<file path="src/rtl/lfsr_pkg.sv">
// Shared types, maximal-length tap masks and the single-shift step for the LFSR stream.
// Tap bit i set means state[i] feeds the XOR; feedback enters at bit 0.
package lfsr_pkg;

  typedef enum logic {
    ST_IDLE = 1'b0,
    ST_RUN  = 1'b1
  } state_t;

  localparam int LFSR_MAX_W = 64;

  // Two-/four-tap maximal-length polynomials (or their reciprocals, equally maximal).
  localparam logic [2:0]  TAPS_W3  = 3'b110;
  localparam logic [3:0]  TAPS_W4  = 4'b1100;
  localparam logic [4:0]  TAPS_W5  = 5'b10010;
  localparam logic [5:0]  TAPS_W6  = 6'b110000;
  localparam logic [6:0]  TAPS_W7  = 7'b1100000;
  localparam logic [7:0]  TAPS_W8  = 8'b10111000;
  localparam logic [15:0] TAPS_W16 = 16'hD008;
  localparam logic [31:0] TAPS_W32 = 32'h8020_0003;
  localparam logic [63:0] TAPS_W64 = 64'hD800_0000_0000_0000;

  // Operates on a zero-extended state; the caller truncates back to its width.
  function automatic logic [LFSR_MAX_W-1:0] lfsr_shift(
    input logic [LFSR_MAX_W-1:0] state,
    input logic [LFSR_MAX_W-1:0] taps
  );
    return {state[LFSR_MAX_W-2:0], ^(state & taps)};
  endfunction

endpackage

</file>
<file path="src/rtl/lfsr_advance.sv">
// Combinational STEP-fold LFSR advance: applies STEP single shifts in one cycle.
module lfsr_advance
  import lfsr_pkg::*;
#(
  parameter int               WIDTH = 5,
  parameter logic [WIDTH-1:0] TAPS  = TAPS_W5,
  parameter int               STEP  = 1
) (
  input  logic [WIDTH-1:0] i_state,
  output logic [WIDTH-1:0] o_state
);

  logic [WIDTH-1:0] w_chain [STEP+1];

  assign w_chain[0] = i_state;

  for (genvar gi = 0; gi < STEP; gi++) begin : g_shift
    assign w_chain[gi+1] = WIDTH'(lfsr_shift(LFSR_MAX_W'(w_chain[gi]), LFSR_MAX_W'(TAPS)));
  end

  assign o_state = w_chain[STEP];

endmodule

</file>
<file path="src/rtl/lfsr_stream.sv">
// Fibonacci LFSR word source with valid/ready output, seed loading and period detection.
// The state register is the output word; each handshake advances it by STEP shifts.
module lfsr_stream
  import lfsr_pkg::*;
#(
  parameter int               WIDTH = 5,
  parameter logic [WIDTH-1:0] TAPS  = TAPS_W5,
  parameter logic [WIDTH-1:0] SEED  = {WIDTH{1'b1}},
  parameter int               STEP  = 1
) (
  input  logic             clk,
  input  logic             reset,
  input  logic             en,
  input  logic             seed_valid,
  input  logic [WIDTH-1:0] seed_data,
  output logic             seed_ready,
  output logic             out_valid,
  input  logic             out_ready,
  output logic [WIDTH-1:0] out_data,
  output logic             wrap,
  output logic [WIDTH-1:0] period,
  output logic             lock_err
);

  state_t           r_fsm;
  logic             r_out_valid;
  logic [WIDTH-1:0] r_lfsr;
  logic [WIDTH-1:0] r_seed;
  logic [WIDTH-1:0] r_count;
  logic [WIDTH-1:0] r_period;
  logic             r_wrap;
  logic             r_lock_err;

  logic [WIDTH-1:0] w_adv;
  logic             w_hs;
  logic             w_seed_zero;

  lfsr_advance #(
    .WIDTH(WIDTH),
    .TAPS (TAPS),
    .STEP (STEP)
  ) u_advance (
    .i_state(r_lfsr),
    .o_state(w_adv)
  );

  assign w_hs        = r_out_valid & out_ready;
  assign w_seed_zero = (seed_data == '0);

  always_ff @(posedge clk or posedge reset) begin
    if (reset) begin
      r_fsm       <= ST_IDLE;
      r_out_valid <= 1'b0;
      r_lfsr      <= SEED;
      r_seed      <= SEED;
      r_count     <= '0;
      r_period    <= '0;
      r_wrap      <= 1'b0;
      r_lock_err  <= 1'b0;
    end else begin
      r_wrap     <= 1'b0;
      r_lock_err <= 1'b0;
      case (r_fsm)
        ST_IDLE: begin
          // A load wins over en; RUN can only start on the following cycle.
          if (seed_valid) begin
            r_lfsr     <= w_seed_zero ? SEED : seed_data;
            r_seed     <= w_seed_zero ? SEED : seed_data;
            r_count    <= '0;
            r_lock_err <= w_seed_zero;
          end else if (en) begin
            r_fsm       <= ST_RUN;
            r_out_valid <= 1'b1;
          end
        end
        ST_RUN: begin
          if (w_hs) begin
            r_lfsr <= w_adv;
            if (w_adv == r_seed) begin
              r_wrap   <= 1'b1;
              r_period <= r_count + 1'b1;
              r_count  <= '0;
            end else begin
              r_count <= r_count + 1'b1;
            end
            // Leaving RUN only on a handshake keeps valid from dropping mid-offer.
            if (!en) begin
              r_fsm       <= ST_IDLE;
              r_out_valid <= 1'b0;
            end
          end
        end
        default: begin
          r_fsm       <= ST_IDLE;
          r_out_valid <= 1'b0;
        end
      endcase
    end
  end

  assign seed_ready = (r_fsm == ST_IDLE);
  assign out_valid  = r_out_valid;
  assign out_data   = r_lfsr;
  assign wrap       = r_wrap;
  assign period     = r_period;
  assign lock_err   = r_lock_err;

endmodule

</file>
<file path="config.mk">
export PLATFORM = sky130hd
export DESIGN_NAME = lfsr_stream
export DESIGN_NICKNAME = d
export VERILOG_FILES = /design/src/rtl/lfsr_pkg.sv /design/src/rtl/lfsr_advance.sv /design/src/rtl/lfsr_stream.sv
export SDC_FILE = /design/constraint.sdc
export NUM_CORES = 1
export LEC_CHECK = 0
export CORE_UTILIZATION = 49
export DETAILED_ROUTE_END_ITERATION = 12
export PLACE_DENSITY = 0.74
export SLEW_MARGIN = 5
export SYNTH_ARGS = -nofsm -noshare
export SYNTH_HDL_FRONTEND = slang
export SYNTH_SLANG_ARGS = --single-unit
</file>
<file path="constraint.sdc">
create_clock -name clk -period 2.1 [get_ports clk]
set_input_delay 0.42 -clock clk [delete_from_list [all_inputs] [get_ports clk]]
set_output_delay 0.42 -clock clk [all_outputs]
set_load 0.03 [all_outputs]
</file>
==> After elaboration in Yosys (flattened, before gate mapping) <==
Index checks and enable logic that the tools add are counted.
{ "word_totals": {"mem_bits_ro": 0, "register_bits": 24, "output_inout_bits": 14, "elab_cells": 45, "input_bits": 10, "n_memories": 0, "latchBits": 0, "ram_bits": 0} }
{ "op_classes": {"mul": 0, "n_eq_ne": 6, "add_sub_neg": 1, "shifts": 0, "reduce_logical": 6, "n_bitwise": 2, "order_cmp": 0, "n_div": 0, "n_mux": 22} }
{ "op_table": {"columns": ["op", "count"], "rows": [
  ["64-bit XOR reduction", 1],
  ["5-bit two-way mux", 6],
  ["5-bit case mux with 2 select lines", 2],
  ["1-bit two-way mux", 12],
  ["2-bit != test (second input constant)", 4],
  ["5-bit by 1-bit adder with 5-bit output (second input constant)", 1],
  ["5-bit == test", 1],
  ["5-bit zero test", 1],
  ["1-bit case mux with 2 select lines", 2],
  ["2-bit AND reduction", 2],
  ["4-bit AND reduction", 1],
  ["3-bit AND reduction", 1],
  ["2-bit by 1-bit != test with 1-bit output (second input constant)", 1],
  ["1-bit AND", 1],
  ["1-bit inverter", 1]
]} }

==> Logic depth before layout (Yosys ltp) <==
Gate-level depths: netlist of run 1.
{ "logic_depth": {"ltp_word": 5, "mapped_depth": 6, "mapped_depth_nobuf": 5} }

==> Cells and area by module <==
From an unflattened synthesis of run 1, not the netlist that was laid out.
{ "unflattened": {"hier_cells": 121, "hier_area_um2": 1183.6} }
{ "modules_own_cells": {"columns": ["mod", "instances", "cells_each", "seq_area_each_um2", "area_each_um2"], "rows": [
  ["lfsr_stream", 1, 116, 613.1, 1144.8],
  ["lfsr_advance", 1, 5, 0.0, 38.8]
]} }

==> Worst setup path before layout of run 1 <==
No wires, ideal clock.
{ "synth_path": {"path_kind": "flip-flop to flip-flop", "start": "reg r_lfsr[1] (netlist: out_data[1])", "end": "reg r_period[1] (netlist: period[1])", "t_arrival_ps": 1641, "n_path_buf": 0, "t_required_ps": 1975, "period_less_slack_ps": 1766, "stages_incl_launch_ff": 5, "setup_ps": 125, "slack_ps": 334, "path_cell_list": "dfstp_2 xnor2_1 nand4_1 nor3_4 mux2_2"} }
{ "synth_via": {"elab_chain_cells": 3} }
{ "synth_rtl": {"columns": ["element", "line_no", "rtl"], "rows": [
  ["start: declaration", "lfsr_stream.sv:27", "logic [WIDTH-1:0] r_lfsr;"],
  ["start signal: assignment", "lfsr_stream.sv:67", "r_lfsr <= w_seed_zero ? SEED : seed_data;"],
  ["start signal: assignment", "lfsr_stream.sv:78", "r_lfsr <= w_adv;"],
  ["64-bit XOR reduction", "lfsr_pkg.sv:28", "return {state[LFSR_MAX_W-2:0], ^(state & taps)};"],
  ["5-bit == test *", "lfsr_stream.sv:79", "if (w_adv == r_seed) begin"],
  ["3-bit AND reduction (no line) *", null, null],
  ["end signal: assignment", "lfsr_stream.sv:81", "r_period <= r_count + 1'b1;"],
  ["end: declaration", "lfsr_stream.sv:30", "logic [WIDTH-1:0] r_period;"]
]} }
Every way passes the cells marked *; elsewhere a longest branch is shown, timed or not.
A chain may end at the register's enable or synchronous reset.

==> Final worst setup path of run 1 <==
{ "layout_path": {"start": "reg r_lfsr[1] (netlist: out_data[1])", "end": "out out_data[1]"} }
{ "layout_lines": {"columns": ["element", "line_no", "rtl"], "rows": [
  ["end: declaration", "lfsr_stream.sv:19", "output logic [WIDTH-1:0] out_data,"]
]} }
No word-level cell between the ends.

==> impl_metrics.tcl, run 1 <==
set metrics [dict create \
    first_global_vias 842 \
    rr_startpoint "out_data[1]" \
    crit_required_ns 1.68 \
    clock-root-buffer "clkbuf_4" \
    cts_buffers 3 \
    synthFlopType "dfrtp_1" \
    final_layout_size_suffix_gt1_share_pct 19.1 \
    grt_max_degree 25 \
    post-cts-setup-buffers 0 \
    reg2reg_to "period[4]" \
    synth_area_leaders "dfrtp_1 (31%), dfstp_2 (23%), xnor2_1 (4.6%), a21oi_1 (4.4%), o21ai_0 (4.4%)" \
    syn2layout_area_growth_pct 29.1 \
    drt_iter0_markers 13 \
    crit_start "out_data[1]" \
    layout_min_cycle_time_ns 2.03 \
    dieHeight_um 50.4 \
    synthCells 114 \
    dieArea_um2 2540 \
    cellLeakagePower_nw 0.667 \
    slowest_delay_ns 0.69 \
    synth_edf_count 0 \
    power_density_nw_per_um2 1390 \
    antenna_left 0 \
    ys.warnings.count 0 \
    hold_violations 0 \
    yosysTopAreaCell "dfrtp_1" \
    grt_pass1_wl_um 3570 \
    rsz0062_at_grt "false" \
    initial_core_util_pct 51.9 \
    fin_nets 153 \
    end_kind "output pin" \
    synth_most_common_cell "dfrtp_1" \
    synth_area_per_cell_um2 10.1 \
    routed_wl_um 2090 \
    clkLatencyLatePin_ns 0.31 \
    crit_buf_inv 1 \
    switching_share_pct 37.8 \
    clock_path_buffers 2 \
    routabilityCongestion 0.829 \
    intPower_w 0.00128 \
    async_flop_share_pct 100 \
    ys_types 29 \
    antenna_cells 0 \
    tightest_slew_ns 0.396 \
    synthesis.nets 125 \
    worstPathMaxFanout 5 \
    fmax_mhz 492 \
    worstPathArrival_ns 1.61 \
    clkPwrFrac_pct 15.8 \
    antenna_found_initial 0 \
    ys_ff_latch 24 \
    utilization_pct 67.0 \
    finalSetupViolations 0 \
    status "completed" \
    cp_num_cells 1 \
    post-dp-hpwl_um 1630 \
    rows 17 \
    netlist_top_cells_count "dfrtp_1 (14), nand2_1 (13), nor2_1 (13)" \
    tritoncts "done" \
    cts.sinks 24 \
    path_delay_family "buffers and inverters" \
    pwr-share-comb_pct 42.8 \
    ioPinCount 24 \
    viasPerCell 5.30 \
    drv_cap 0 \
    cp_slowest_cell "clkdlybuf4s50_1" \
    yosysSeqAreaShare_pct 53.4 \
    core_area_um2 2210 \
    htree_levels 1 \
    slew_headroom_pct 73.6 \
    die_w_um 50.4 \
    hp-class "input pin to async pin" \
    clkTransAtPathRegs_ns 0.13 \
    fin_setup_tns_ns 0 \
    drc_errors 0 \
    wl_per_cell_um 12.3 \
    finClkSkew_ns 0.00999 \
    place_ws_ns 0.104 \
    cp-start-kind "register" \
    r2r_slack_ns 0.28 \
    min_period_over_period_pct 96.7 \
    reg2reg_depth 4 \
    cp-endpoint "out_data[1]" \
    seqPwrFrac_pct 41.4 \
    p_sw_w 0.000777 \
    syn-cell-area_um2 1150 \
    peakVddDrop_uv 933 \
    track_usage_pct 19.1 \
    setup.worst_path.class "register to output pin" \
    gr-total-overflow 0 \
    yosysTopAreaCellShare_pct 30.5 \
    fin_ws_ns 0.0693 \
    path_cells "clkdlybuf4s50_1" \
    drtPass1Iterations 6 \
    numPortBuffers 23 \
    slew_viol_final 0 \
    cts_resized 0 \
    vias 896 \
    ctsHoldBuffers 0 \
]
[cells by family after synthesis]
logic type | count (synthesis) | synth area share [%]
fa+ha+maj | 1 | 1.09
mux | 5 | 4.80
flops | 24 | 53.4
buf+inv | 10 | 3.38
simple gates | 39 | 16.1
compound gates | 26 | 13.0
xor+xnor | 9 | 8.18
[power by group through the flow]
stage	combinational [W]	sequential (W)	clock [W]
floorplan	0.000477	0.000978	0
global placement	0.000877	0.000854	0
detailed placement	0.000888	0.000860	0
CTS	0.000889	0.000851	0.000335
global route	0.000957	0.000874	0.000357
finish	0.000880	0.000849	0.000325
[through the flow]
stage	cells	hold WS, ns	area (um^2)	total power (W)
2_1_floorplan	114	0.427	1150	0.00145
3_3_place_gp	165	0.491	1430	0.00173
3_5_place_dp	165	0.484	1430	0.00175
4_1_cts	169	0.424	1480	0.00208
5_1_grt	169	0.430	1480	0.00219
6_report	169	0.421	1480	0.00205
[layout by cell type, fill, tap and decap left out, drive strengths merged, types with 4 or more instances in the layout]
cell,instances
dfstp,10
clkdlybuf4s50,22
dfrtp,14
mux2,4
o21ai,10
xnor2,8
buf,4
nor2,14
inv,6
a21oi,10
nand2,13
[registers in the layout (all words and copies together) (netlist names)]
register	flops
r_fsm	1
lock_err	1
wrap	1
out_valid	1
r_seed	5
r_count	5
period	5
out_data	5
[worst min-delay path by stage]
stage / start / end / cells past startpoint
3_3_place_gp: r_count[4] / r_count[4] / 2
2_1_floorplan: reset / lock_err / 1
6_report: reset / wrap / 3
4_1_cts: reset / wrap / 3
5_1_grt: reset / wrap / 3
3_5_place_dp: r_seed[4] / r_seed[4] / 2
[final cells by class]
cell class	count	area (um^2)
Inverter	6	22.5
Tap cell	28	35.0
Multi-Input combinational cell	80	495
Timing Repair Buffer	27	263
Fill cell	191	731
Clock buffer	3	22.5
Sequential cell	24	613
Clock inverter	1	30.0
[routing by layer]
layer / part of all wire, % / wire length [um] / up-vias / global-route usage (%)
li1: - / - / 438 / -
met1: 45 / 930 / 434 / 22.9
met2: 51 / 1070 / 22 / 33.3
met3: 3.4 / 71 / 2 / 3.64
met4: 0.81 / 17 / 0 / 7.87
met5: 0 / 0 / - / 0
Note: power is estimated with default switching activity, not from simulation.
==> run 2: changes to the inputs <==
--- a/config.mk
+++ b/config.mk
@@ -5,10 +5,11 @@
 export SDC_FILE = /design/constraint.sdc
 export NUM_CORES = 1
 export LEC_CHECK = 0
-export CORE_UTILIZATION = 49
+export CORE_UTILIZATION = 50
 export DETAILED_ROUTE_END_ITERATION = 12
-export PLACE_DENSITY = 0.74
+export PLACE_DENSITY = 0.75
 export SLEW_MARGIN = 5
 export SYNTH_ARGS = -nofsm -noshare
 export SYNTH_HDL_FRONTEND = slang
+export SYNTH_HIERARCHICAL = 1
 export SYNTH_SLANG_ARGS = --single-unit
==> impl_metrics.tcl, run 2 <==
set metrics [dict create \
    tightest_slew_ns 0.335 \
    fin_setup_tns_ns 0 \
    cts_resized 0 \
    yosysSeqAreaShare_pct 51.8 \
    switching_share_pct 40.1 \
    crit_required_ns 1.68 \
    synth_area_per_cell_um2 9.78 \
    tritoncts "done" \
    slew_headroom_pct 77.7 \
    cp_num_cells 1 \
    synth_most_common_cell "nand2_1" \
    cp_slowest_cell "clkdlybuf4s50_1" \
    path_cells "clkdlybuf4s50_1" \
    ys_ff_latch 24 \
    rsz0062_at_grt "false" \
    synth_area_leaders "dfrtp_1 (30%), dfstp_2 (22%), nand2_1 (6.3%), o21ai_0 (5.9%), xnor2_1 (5.2%)" \
    routed_wl_um 2260 \
    yosysTopAreaCell "dfrtp_1" \
    status "completed" \
    peakVddDrop_uv 882 \
    track_usage_pct 21.5 \
    ys_types 30 \
    min_period_over_period_pct 95.4 \
    ys.warnings.count 6 \
    path_delay_family "buffers and inverters" \
    dieHeight_um 50.7 \
    drtPass1Iterations 4 \
    utilization_pct 66.3 \
    numPortBuffers 23 \
    cellLeakagePower_nw 0.655 \
    layout_commonest_cell "clkdlybuf4s50_1" \
    pwr-share-comb_pct 43.9 \
    yosysTopAreaCellShare_pct 29.6 \
    hold_violations 0 \
    antenna_cells 0 \
    clkLatencyLatePin_ns 0.30 \
    grt_pass1_wl_um 4040 \
    clock_path_buffers 2 \
    ctsHoldBuffers 0 \
    grt_max_degree 25 \
    initial_core_util_pct 53.5 \
    place_ws_ns 0.112 \
    synthCells 121 \
    cts_buffers 3 \
    crit_buf_inv 1 \
    rows 17 \
    drc_errors 0 \
    synth_edf_count 0 \
    final_cell_mix "clkdlybuf4s50_1 (22), nand2_1 (20), o21ai_0 (14), dfrtp_1 (14), dfstp_2 (10)" \
    hp-class "input pin to async pin" \
    finalInstanceArea_um2 1470 \
    ioPinCount 24 \
    fin_ws_ns 0.0958 \
    reg2reg_to "period[3]" \
    dieArea_um2 2570 \
    post-dp-hpwl_um 1750 \
    wl_per_cell_um 13.1 \
    fmax_mhz 499 \
    intPower_w 0.00112 \
    worstPathArrival_ns 1.58 \
    routabilityCongestion 0.870 \
    synthesis.nets 132 \
    slew_viol_final 0 \
    worstPathMaxFanout 5 \
    antenna_left 0 \
    cp-start-kind "register" \
    finalSetupViolations 0 \
    clock-root-buffer "clkbuf_4" \
    syn2layout_area_growth_pct 23.9 \
    drv_cap 0 \
    cts.sinks 24 \
    gr-total-overflow 0 \
    first_global_vias 900 \
    hold_ws_ns 0.440 \
    clkTransAtPathRegs_ns 0.12 \
    post-cts-setup-buffers 0 \
    antenna_found_initial 0 \
    die_w_um 50.7 \
    synthFlopType "dfrtp_1" \
    final_layout_size_suffix_gt1_share_pct 18.8 \
    slowest_delay_ns 0.68 \
    syn-cell-area_um2 1180 \
    r2r_slack_ns 0.20 \
    finClkSkew_ns 0.00349 \
    cp-endpoint "out_data[1]" \
    reg2reg_depth 5 \
    core_area_um2 2210 \
    netlist_top_cells_count "nand2_1 (20), dfrtp_1 (14), o21ai_0 (14)" \
    drt_iter0_markers 10 \
    crit_start "out_data[1]" \
    rr_startpoint "out_data[1]" \
    async_flop_share_pct 100 \
    layout_min_cycle_time_ns 2.00 \
    fin_nets 156 \
    clkPwrFrac_pct 12.5 \
    power_density_nw_per_um2 1280 \
    htree_levels 1 \
    place_area_um2 1430 \
    seqPwrFrac_pct 43.5 \
    viasPerCell 5.27 \
    p_sw_w 0.000752 \
    end_kind "output pin" \
    vias 906 \
    setup.worst_path.class "register to output pin" \
]
==> run 2: how the worst min path moves through the flow <==
stage,endpoint,slack [ns],depth (start not counted)
floorplan,lock_err,0.43,1
global placement,r_seed[2],0.45,2
detailed placement,r_seed[0],0.46,2
CTS,period[3],0.44,3
global route,r_count[0],0.49,3
finish,r_count[0],0.44,3
==> run 2: power groups by stage <==
stage	Clock (W)	Combinational [W]	Sequential, W
floorplan	0	0.000477	0.000930
global placement	0	0.000813	0.000819
detailed placement	0	0.000827	0.000825
CTS	0.000244	0.000829	0.000816
global route	0.000259	0.000900	0.000838
finish	0.000235	0.000823	0.000816
==> run 2: through the flow <==
stage,std cells,total power (W)
after floorplan,121,0.00141
after global placement,168,0.00163
after detailed placement,168,0.00165
after CTS,172,0.00189
after global routing,172,0.00200
final,172,0.00187
==> run 2: kinds of logic after synthesis <==
family	Yosys count	synth area share, %
AND/OR/NAND/NOR	44	18.9
AO/OA/AOI/OAI	25	11.4
flip-flops	24	51.8
buffers and inverters	14	6.24
XOR/XNOR	8	5.92
multiplexers	5	4.65
adder cells (fa/ha/maj)	1	1.06
==> run 2: worst register-to-register path: cells and delay by family, from the launching register on <==
kind | cells | cell delay [ns]
AND/OR/NAND/NOR | 2 | 0.42
XOR/XNOR | 2 | 0.40
flip-flops | 1 | 0.60
multiplexers | 1 | 0.38
==> run 2: area by class of cell <==
class | instances | area (um^2)
Fill cell | 185 | 746
Sequential cell | 24 | 613
Inverter | 6 | 22.5
Tap cell | 28 | 35.0
Multi-Input combinational cell | 83 | 497
Clock buffer | 4 | 36.3
Timing Repair Buffer | 27 | 263
==> run 2: metal layers <==
layer / global-route usage [%] / share of wire (%) / vias up
li1: - / - / 453
met1: 27.5 / 47 / 436
met2: 34.9 / 50 / 15
met3: 4.55 / 2.6 / 2
met4: 9.72 / 0.75 / 0
met5: 0 / 0 / -
==> run 3: changes to the inputs <==
--- a/config.mk
+++ b/config.mk
@@ -5,11 +5,10 @@
 export SDC_FILE = /design/constraint.sdc
 export NUM_CORES = 1
 export LEC_CHECK = 0
-export CORE_UTILIZATION = 50
+export CORE_UTILIZATION = 49
 export DETAILED_ROUTE_END_ITERATION = 12
-export PLACE_DENSITY = 0.75
+export PLACE_DENSITY = 0.74
 export SLEW_MARGIN = 5
 export SYNTH_ARGS = -nofsm -noshare
 export SYNTH_HDL_FRONTEND = slang
-export SYNTH_HIERARCHICAL = 1
 export SYNTH_SLANG_ARGS = --single-unit
==> results of run 3 <==
Same layout as run 1: the final DEF is identical, and so are final timing and power.
